File: src/rtl/hazard_stall_controller.sv
// Stall/bubble/freeze sequencer for the 5-stage MIPS pipeline.
// It covers load-use, branch-in-ID operand hazards and multi-cycle data-memory waits, and keeps saturating counters.
module hazard_stall_controller #(
  parameter int unsigned CNT_W = 32
) (
  input  logic             clk,
  input  logic             rst,
  input  logic [4:0]       IF_ID_Rs,
  input  logic [4:0]       IF_ID_Rt,
  input  logic             ID_uses_rt,
  input  logic             ID_is_branch,
  input  logic             ID_branch_taken,
  input  logic             ID_is_jump,
  input  logic [4:0]       ID_EX_Rd,
  input  logic             ID_EX_MemRead,
  input  logic             ID_EX_RegWrite,
  input  logic [4:0]       EX_MEM_Rd,
  input  logic             EX_MEM_MemRead,
  input  logic             EX_MEM_MemWrite,
  input  logic             mem_ready,
  output logic             PC_write,
  output logic             IF_ID_write,
  output logic             ID_EX_write,
  output logic             EX_MEM_write,
  output logic             MEM_WB_write,
  output logic             IF_ID_flush,
  output logic             ID_EX_flush,
  output logic [CNT_W-1:0] stall_cnt,
  output logic [CNT_W-1:0] flush_cnt
);

  typedef enum logic [1:0] {RUN = 2'd0, STALL2 = 2'd1, MEMWAIT = 2'd2} state_t;
  typedef enum logic [1:0] {O_NORMAL = 2'd0, O_STALL = 2'd1, O_FLUSH = 2'd2, O_FREEZE = 2'd3} oset_t;

  state_t state, state_nxt, run_nxt;
  oset_t  oset, run_oset;
  logic   ret_stall2, ret_stall2_nxt;

  logic m_ex, m_mem, mem_busy, lu, br_ex, br_mem, need_stall, need_stall2, redirect;

  // Operand-match terms; $0 is never a dependency.
  assign m_ex  = (ID_EX_Rd != 5'd0) &&
                 ((ID_EX_Rd == IF_ID_Rs) || (ID_uses_rt && (ID_EX_Rd == IF_ID_Rt)));
  assign m_mem = (EX_MEM_Rd != 5'd0) &&
                 ((EX_MEM_Rd == IF_ID_Rs) || (ID_uses_rt && (EX_MEM_Rd == IF_ID_Rt)));

  assign mem_busy    = (EX_MEM_MemRead | EX_MEM_MemWrite) & ~mem_ready;
  assign lu          = ID_EX_MemRead & m_ex;
  assign br_ex       = ID_is_branch & ID_EX_RegWrite & ~ID_EX_MemRead & m_ex;
  assign br_mem      = ID_is_branch & EX_MEM_MemRead & m_mem;
  assign need_stall  = lu | br_ex | br_mem;
  assign need_stall2 = lu & ID_is_branch;
  assign redirect    = ID_is_jump | (ID_is_branch & ID_branch_taken);

  always_ff @(posedge clk or posedge rst) begin
    if (rst) begin
      state      <= RUN;
      ret_stall2 <= 1'b0;
    end else begin
      state      <= state_nxt;
      ret_stall2 <= ret_stall2_nxt;
    end
  end

  // RUN evaluation with the memory term excluded; shared by RUN and MEMWAIT resume.
  always_comb begin
    run_oset = O_NORMAL;
    run_nxt  = RUN;
    if (need_stall) begin
      run_oset = O_STALL;
      if (need_stall2) run_nxt = STALL2;
    end else if (redirect) begin
      run_oset = O_FLUSH;
    end
  end

  always_comb begin
    state_nxt      = state;
    ret_stall2_nxt = ret_stall2;
    oset           = O_NORMAL;
    unique case (state)
      RUN: begin
        if (mem_busy) begin
          oset           = O_FREEZE;
          ret_stall2_nxt = 1'b0;
          state_nxt      = MEMWAIT;
        end else begin
          oset      = run_oset;
          state_nxt = run_nxt;
        end
      end
      STALL2: begin
        if (mem_busy) begin
          oset           = O_FREEZE;
          ret_stall2_nxt = 1'b1;
          state_nxt      = MEMWAIT;
        end else begin
          oset      = O_STALL;
          state_nxt = RUN;
        end
      end
      MEMWAIT: begin
        if (!mem_ready) begin
          oset = O_FREEZE;
        end else if (ret_stall2) begin
          oset      = O_STALL;
          state_nxt = RUN;
        end else begin
          oset      = run_oset;
          state_nxt = run_nxt;
        end
      end
      default: state_nxt = RUN;
    endcase
  end

  // Decode the selected output set; everything is held off during reset.
  always_comb begin
    PC_write     = 1'b0;
    IF_ID_write  = 1'b0;
    ID_EX_write  = 1'b0;
    EX_MEM_write = 1'b0;
    MEM_WB_write = 1'b0;
    IF_ID_flush  = 1'b0;
    ID_EX_flush  = 1'b0;
    if (!rst) begin
      unique case (oset)
        O_NORMAL, O_FLUSH: begin
          PC_write     = 1'b1;
          IF_ID_write  = 1'b1;
          ID_EX_write  = 1'b1;
          EX_MEM_write = 1'b1;
          MEM_WB_write = 1'b1;
          IF_ID_flush  = (oset == O_FLUSH);
        end
        O_STALL: begin
          ID_EX_write  = 1'b1;
          EX_MEM_write = 1'b1;
          MEM_WB_write = 1'b1;
          ID_EX_flush  = 1'b1;
        end
        default: ;
      endcase
    end
  end

  always_ff @(posedge clk or posedge rst) begin
    if (rst) begin
      stall_cnt <= '0;
      flush_cnt <= '0;
    end else begin
      if (!PC_write && (stall_cnt != '1)) stall_cnt <= stall_cnt + CNT_W'(1);
      if (IF_ID_flush && (flush_cnt != '1)) flush_cnt <= flush_cnt + CNT_W'(1);
    end
  end

endmodule

File: config.mk
export PLATFORM = sky130hd
export DESIGN_NAME = hazard_stall_controller
export DESIGN_NICKNAME = d
export VERILOG_FILES = /design/src/rtl/hazard_stall_controller.sv
export SDC_FILE = /design/constraint.sdc
export NUM_CORES = 1
export LEC_CHECK = 0
export CORE_MARGIN = 2
export CORE_UTILIZATION = 29
export CTS_BUF_LIST = sky130_fd_sc_hd__clkbuf_8
export CTS_CLUSTER_SIZE = 25
export DETAILED_ROUTE_END_ITERATION = 8
export PLACE_DENSITY = 0.57
export SLEW_MARGIN = 20
export SYNTH_ARGS = -nofsm -noshare
export SYNTH_HDL_FRONTEND = slang
export SYNTH_SLANG_ARGS = --single-unit
File: constraint.sdc
create_clock -name clk -period 2.9 [get_ports clk]
set_input_delay 0.58 -clock clk [delete_from_list [all_inputs] [get_ports clk]]
set_output_delay 0.58 -clock clk [all_outputs]
set_load 0.01 [all_outputs]
**After elaboration in Yosys (flattened, before gate mapping)**

Cells that the tools add are included.

- $add $sub $neg: 2
- Equality and inequality tests: 13
- Mux-type cells: 25
- Bitwise operators: 15
- Reduce and logical (&&, ||, !) cells: 17

Operators by type and width:

| operator | count |
|---|---|
| $add A32 B1 Y32 const B | 2 |
| $ne A32 B32 Y1 const B | 2 |
| $eq A5 B5 Y1 | 4 |
| $mux W2 | 10 |
| $mux W1 | 12 |
| $pmux W2 S3 | 2 |
| $reduce_bool A5 Y1 | 2 |
| $and A1 B1 Y1 | 9 |
| $logic_and A1 B1 Y1 | 6 |
| $ne A2 B2 Y1 const B | 3 |
| $eq A2 B1 Y1 const B | 2 |
| $eq A2 B2 Y1 const B | 2 |
| $logic_not A2 Y1 | 2 |
| $or A1 B1 Y1 | 4 |
| $reduce_and A3 Y1 | 1 |
| $reduce_or A3 Y1 | 1 |
| $logic_or A1 B1 Y1 | 2 |
| $not A1 Y1 | 2 |
| $pmux W1 S2 | 1 |
| $reduce_bool A2 Y1 | 1 |
| $reduce_or A2 Y1 | 1 |
| $logic_not A1 Y1 | 1 |

- Bits in registers: 67
- Input bits: 31
- Output and inout bits: 71
- Word-level logic and storage cells: 76

**Longest topological paths before layout**

- Word-level depth: 17
- Gate-level depth with buffers: 10

**Least setup slack after synthesis**

No wires, ideal clock.

- Path type: input to output
- Start: input EX_MEM_Rd[1]
- End: output PC_write
- Data arrival time: 2061 ps
- Required time: 2320 ps
- Path slack: 259 ps
- Stages: 6
- Buffers on the path: 1
- Cells stage by stage: or4_1 o211ai_1 o31ai_1 or2_2 inv_1 buf_4

- Cells in the longest elaborated chain, start to end: 14
- Elaborated cells on any way between the ends: 18
- Those cells by class: eq/ne: 3; mux: 7; bitwise: 2; reduce/logical: 6

Ends and longest elaborated chain:

| what | line | source |
|---|---|---|
| from (decl) | 17 | `input logic [4:0] EX_MEM_Rd,` |
| $eq A5 B5 Y1 | 45 | `((EX_MEM_Rd == IF_ID_Rs) \|\| (ID_uses_rt && (EX_MEM_Rd == IF_ID_Rt)));` |
| $logic_and A1 B1 Y1 | 45 |  |
| $logic_or A1 B1 Y1 | 45 |  |
| $logic_and A1 B1 Y1 * | 44 | `assign m_mem = (EX_MEM_Rd != 5'd0) &&` |
| $and A1 B1 Y1 * | 50 | `assign br_mem = ID_is_branch & EX_MEM_MemRead & m_mem;` |
| $or A1 B1 Y1 * | 51 | `assign need_stall = lu \| br_ex \| br_mem;` |
| $mux W2 * | 69 | `if (need_stall) begin` |
| $mux W2 | 105 | `end else if (ret_stall2) begin` |
| $mux W2 | 103 | `if (!mem_ready) begin` |
| $pmux W2 S3 * | 81 | `unique case (state)` |
| $eq A2 B2 Y1 or $logic_not A2 Y1 (tied branches) | - |  |
| $reduce_or A2 Y1 * | - |  |
| $mux W1 * (2 in a row) | - |  |
| to (decl) | 21 | `output logic PC_write,` |

Mark *: on every way between the ends. The rest lies on a longest branch, timed or not.

**Worst setup path after layout**

- Start: input EX_MEM_MemRead
- End: output ID_EX_write

- Cells in the longest elaborated chain, start to end: 11
- Elaborated cells on any way between the ends: 17
- Those cells by class: eq/ne: 2; mux: 8; bitwise: 5; reduce/logical: 2

Ends and longest elaborated chain:

| what | line | source |
|---|---|---|
| from (decl) | 18 | `input logic EX_MEM_MemRead,` |
| $and A1 B1 Y1 (2 in a row) | 50 |  |
| $or A1 B1 Y1 | 51 |  |
| $mux W2 | 69 |  |
| $mux W2 | 105 |  |
| $mux W2 | 103 |  |
| $pmux W2 S3 * | 81 |  |
| $eq A2 B2 Y1, or another cell as far along | 127 | `unique case (oset)` |
| $reduce_or A3 Y1 (no line) * | - |  |
| $mux W1 * | 127 |  |
| $mux W1 * | 126 | `if (!rst) begin` |
| to (decl) | 23 | `output logic ID_EX_write,` |

Marked as above.

==> results_dict.tcl <==
set metrics [dict create \
    ys_seq_elements 67 \
    clkPwrFrac_pct 33.7 \
    yosysWarningCount 0 \
    wire_per_inst_um 13.7 \
    fmax_ghz 0.352 \
    status "finished, final reports clean" \
    fin_crit_sh_pct 98.0 \
    netlist_top_cells_area "dfrtp_1 (48%), xor2_1 (13%), xnor2_1 (7.5%)" \
    dieArea_mm2 0.0131 \
    syn_nets 377 \
    slowest_delay_ns 0.50 \
    dieHeight_um 114 \
    synth_ff_type "dfrtp_1" \
    synth_top_cell_by_area "dfrtp_1" \
    port_buffers 101 \
    ir_drop_mv 0.214 \
    required_ns 2.32 \
    place_area_mm2 0.00500 \
    fill_cells 1157 \
    synth_most_common_cell "dfrtp_1" \
    fin_util_pct 44.2 \
    path_cells "clkdlybuf4s50_1, nor3_1, or3_4, inv_2, nor2_1, buf_4, clkdlybuf4s50_1" \
    async_flop_share_pct 100 \
    tightest_slew_ns 0.521 \
    io_pins 102 \
    core_mm2 0.0120 \
    cts_made_buffers 9 \
    relSlewSlack_pct 65.2 \
    syn_area_per_cell_um2 10.2 \
    worst_path_most_repeated_cell "clkdlybuf4s50_1" \
    row_count 40 \
    endpoint_kind "output pin" \
    seq_area_mm2 0.00168 \
    powerDensity_mw_per_mm2 491 \
    dp_hpwl_um 6620 \
    fin_setup_tns_ns 0 \
    synth_area_mm2 0.00352 \
    finClkSkew_ns 0.00566 \
    crit_arrival_ns 2.26 \
    synth_edf_count 0 \
    period_minus_slack_ns 2.84 \
    grt_max_degree 27 \
    ant_nets 0 \
    clk_pin_slew_ns 0.08 \
    worst-path-max-fanout 3 \
    grt_overflow 0 \
    critPathKind "primary input to output pin" \
    syn_inst 344 \
    num_vias 3009 \
    hold_viol 0 \
    yosysTopAreaCellShare_pct 47.6 \
    routabilityCongestion 0.790 \
    wl_um 8810 \
    ys_seq_area_share_pct 47.6 \
    seqPwrFrac_pct 43.9 \
    drc 0 \
    cts.sinks 67 \
    cp-start-kind "primary input" \
    n_antenna_cell 0 \
    cts-root-buf "clkbuf_8" \
    drtPass1Iterations 6 \
    cts_buffer_depth 2 \
    p_int_mw 1.84 \
    initial_core_util_pct 29.5 \
    p_sw_mw 0.752 \
    pwr-share-comb_pct 22.4 \
    grt_usage_pct 14.4 \
    die_w_um 114 \
    worstSkewPairLatency_ns 0.35 \
    drive_gt1_share_pct 18.3 \
    synth_cell_types 42 \
    maxCapViolations 0 \
    avgViaCountPerCell 4.67 \
    p_leak_nw 2.45 \
    setup_viol 0 \
    maxSlewViolCount 0 \
    min-delay-path-class "flop to flop" \
    drt_iter0_markers 139 \
    swShare_pct 29.0 \
    areaGrowthSynthToFinish_pct 49.8 \
    grt_pass1_wl_um 14700 \
    nets 526 \
    synth_common_cells "dfrtp_1 (67), xor2_1 (52), nand2_1 (30), nor2_1 (30), xnor2_1 (30)" \
    cts_tree "yes" \
    antenna_found_initial 0 \
    multi_input_area_mm2 0.00181 \
    worst_path_max_delay_cell "clkdlybuf4s50_1" \
    finalPower_mw 2.59 \
    grt_pass1_vias 3022 \
    design_area_mm2 0.00528 \
    cts_max_level 3 \
]
==> layout make-up <==
class | instances | share of cell area, %
clock inverters | 7 | 1.75
clock buffers | 9 | 2.35
repair buffers | 147 | 26.0
well taps | 147 | 3.48
multi-input cells | 262 | 34.2
inverters | 6 | 0.474
flip-flops and latches | 67 | 31.7
==> metrics by stage <==
stage / setup WS [ns] / hold slack (ns) / instances
5_1_grt: -0.0559 / 0.501 / 645
6_report: 0.0589 / 0.482 / 645
2_1_floorplan: 0.259 / 0.504 / 344
3_5_place_dp: -0.560 / 0.482 / 624
3_3_place_gp: -0.496 / 0.476 / 624
4_1_cts: 0.00999 / 0.494 / 645
==> cells in the final DEF (no fill, tap or decap), types with 12 or more instances in the layout <==
cell	count
nand2_1	30
buf_4	44
dfrtp_1	67
clkdlybuf4s50_1	80
nand4_1	19
xor2_1	52
nand3_1	20
dlygate4sd2_1	12
nor2_1	30
nor3_1	17
xnor2_1	30
==> path summary, 6_finish.rpt <==
path,startpoint,end,slack [ns],depth (start not counted)
worst max-delay path,EX_MEM_MemRead,ID_EX_write,0.06,7
worst min register to register,stall_cnt[18],stall_cnt[18],0.48,1
min in group asynchronous,rst,state[0],0.76,3
worst max register to register,state[1],flush_cnt[22],0.42,9
max in group asynchronous,rst,stall_cnt[16],1.57,4
worst min-delay path,stall_cnt[18],stall_cnt[18],0.48,1
==> worst max-delay path, delay by kind of cell <==
family	cells	cell delay, ns
buf+inv	4	1.19
simple gates	3	0.48
==> flip-flops by register name (all words and copies together) (netlist names) <==
| register | flops |
|---|---|
| flush_cnt | 32 |
| ret_stall2 | 1 |
| stall_cnt | 32 |
| state | 2 |
==> cell families after synthesis <==
logic type	Yosys count	share of synthesized area (%)
AOI/OAI and AO/OA	16	3.51
and+or+nand+nor	159	24.6
xor gates and xnor gates	82	20.4
adders and majority gates	2	0.710
buffers and inverters	15	2.24
muxes	3	0.958
DFF	67	47.6
==> layer usage <==
| layer | global-route usage (%) | vias to the layer above | wire, um |
|---|---|---|---|
| met1 | 19.1 | 1439 | 4090 |
| met3 | 3.55 | 12 | 376 |
| met2 | 22.6 | 65 | 4230 |
| met4 | 5.37 | 0 | 111 |
| li1 | - | 1493 | - |
| met5 | 0 | - | 0 |
==> power by group through the flow <==
| stage | Combinational, mW | Sequential [mW] | Clock [mW] |
|---|---|---|---|
| 2_1_floorplan | 0.220 | 1.17 | 0 |
| 3_3_place_gp | 0.573 | 1.15 | 0 |
| 3_5_place_dp | 0.580 | 1.16 | 0 |
| 4_1_cts | 0.585 | 1.14 | 0.904 |
| 5_1_grt | 0.641 | 1.15 | 0.951 |
| 6_report | 0.582 | 1.14 | 0.873 |
==> timing repair <==
| action | 4_1_cts | 5_1_grt |
|---|---|---|
| buffers inserted | 5 | 0 |
| hold buffers | 0 | 0 |
| pin swaps | 7 | 1 |
| gates resized for setup | 37 | 10 |
| setup endpoints to repair | 4 | 30 |
| endpoints found under the hold margin | 0 | 0 |
(Power assumes the default switching activity.)
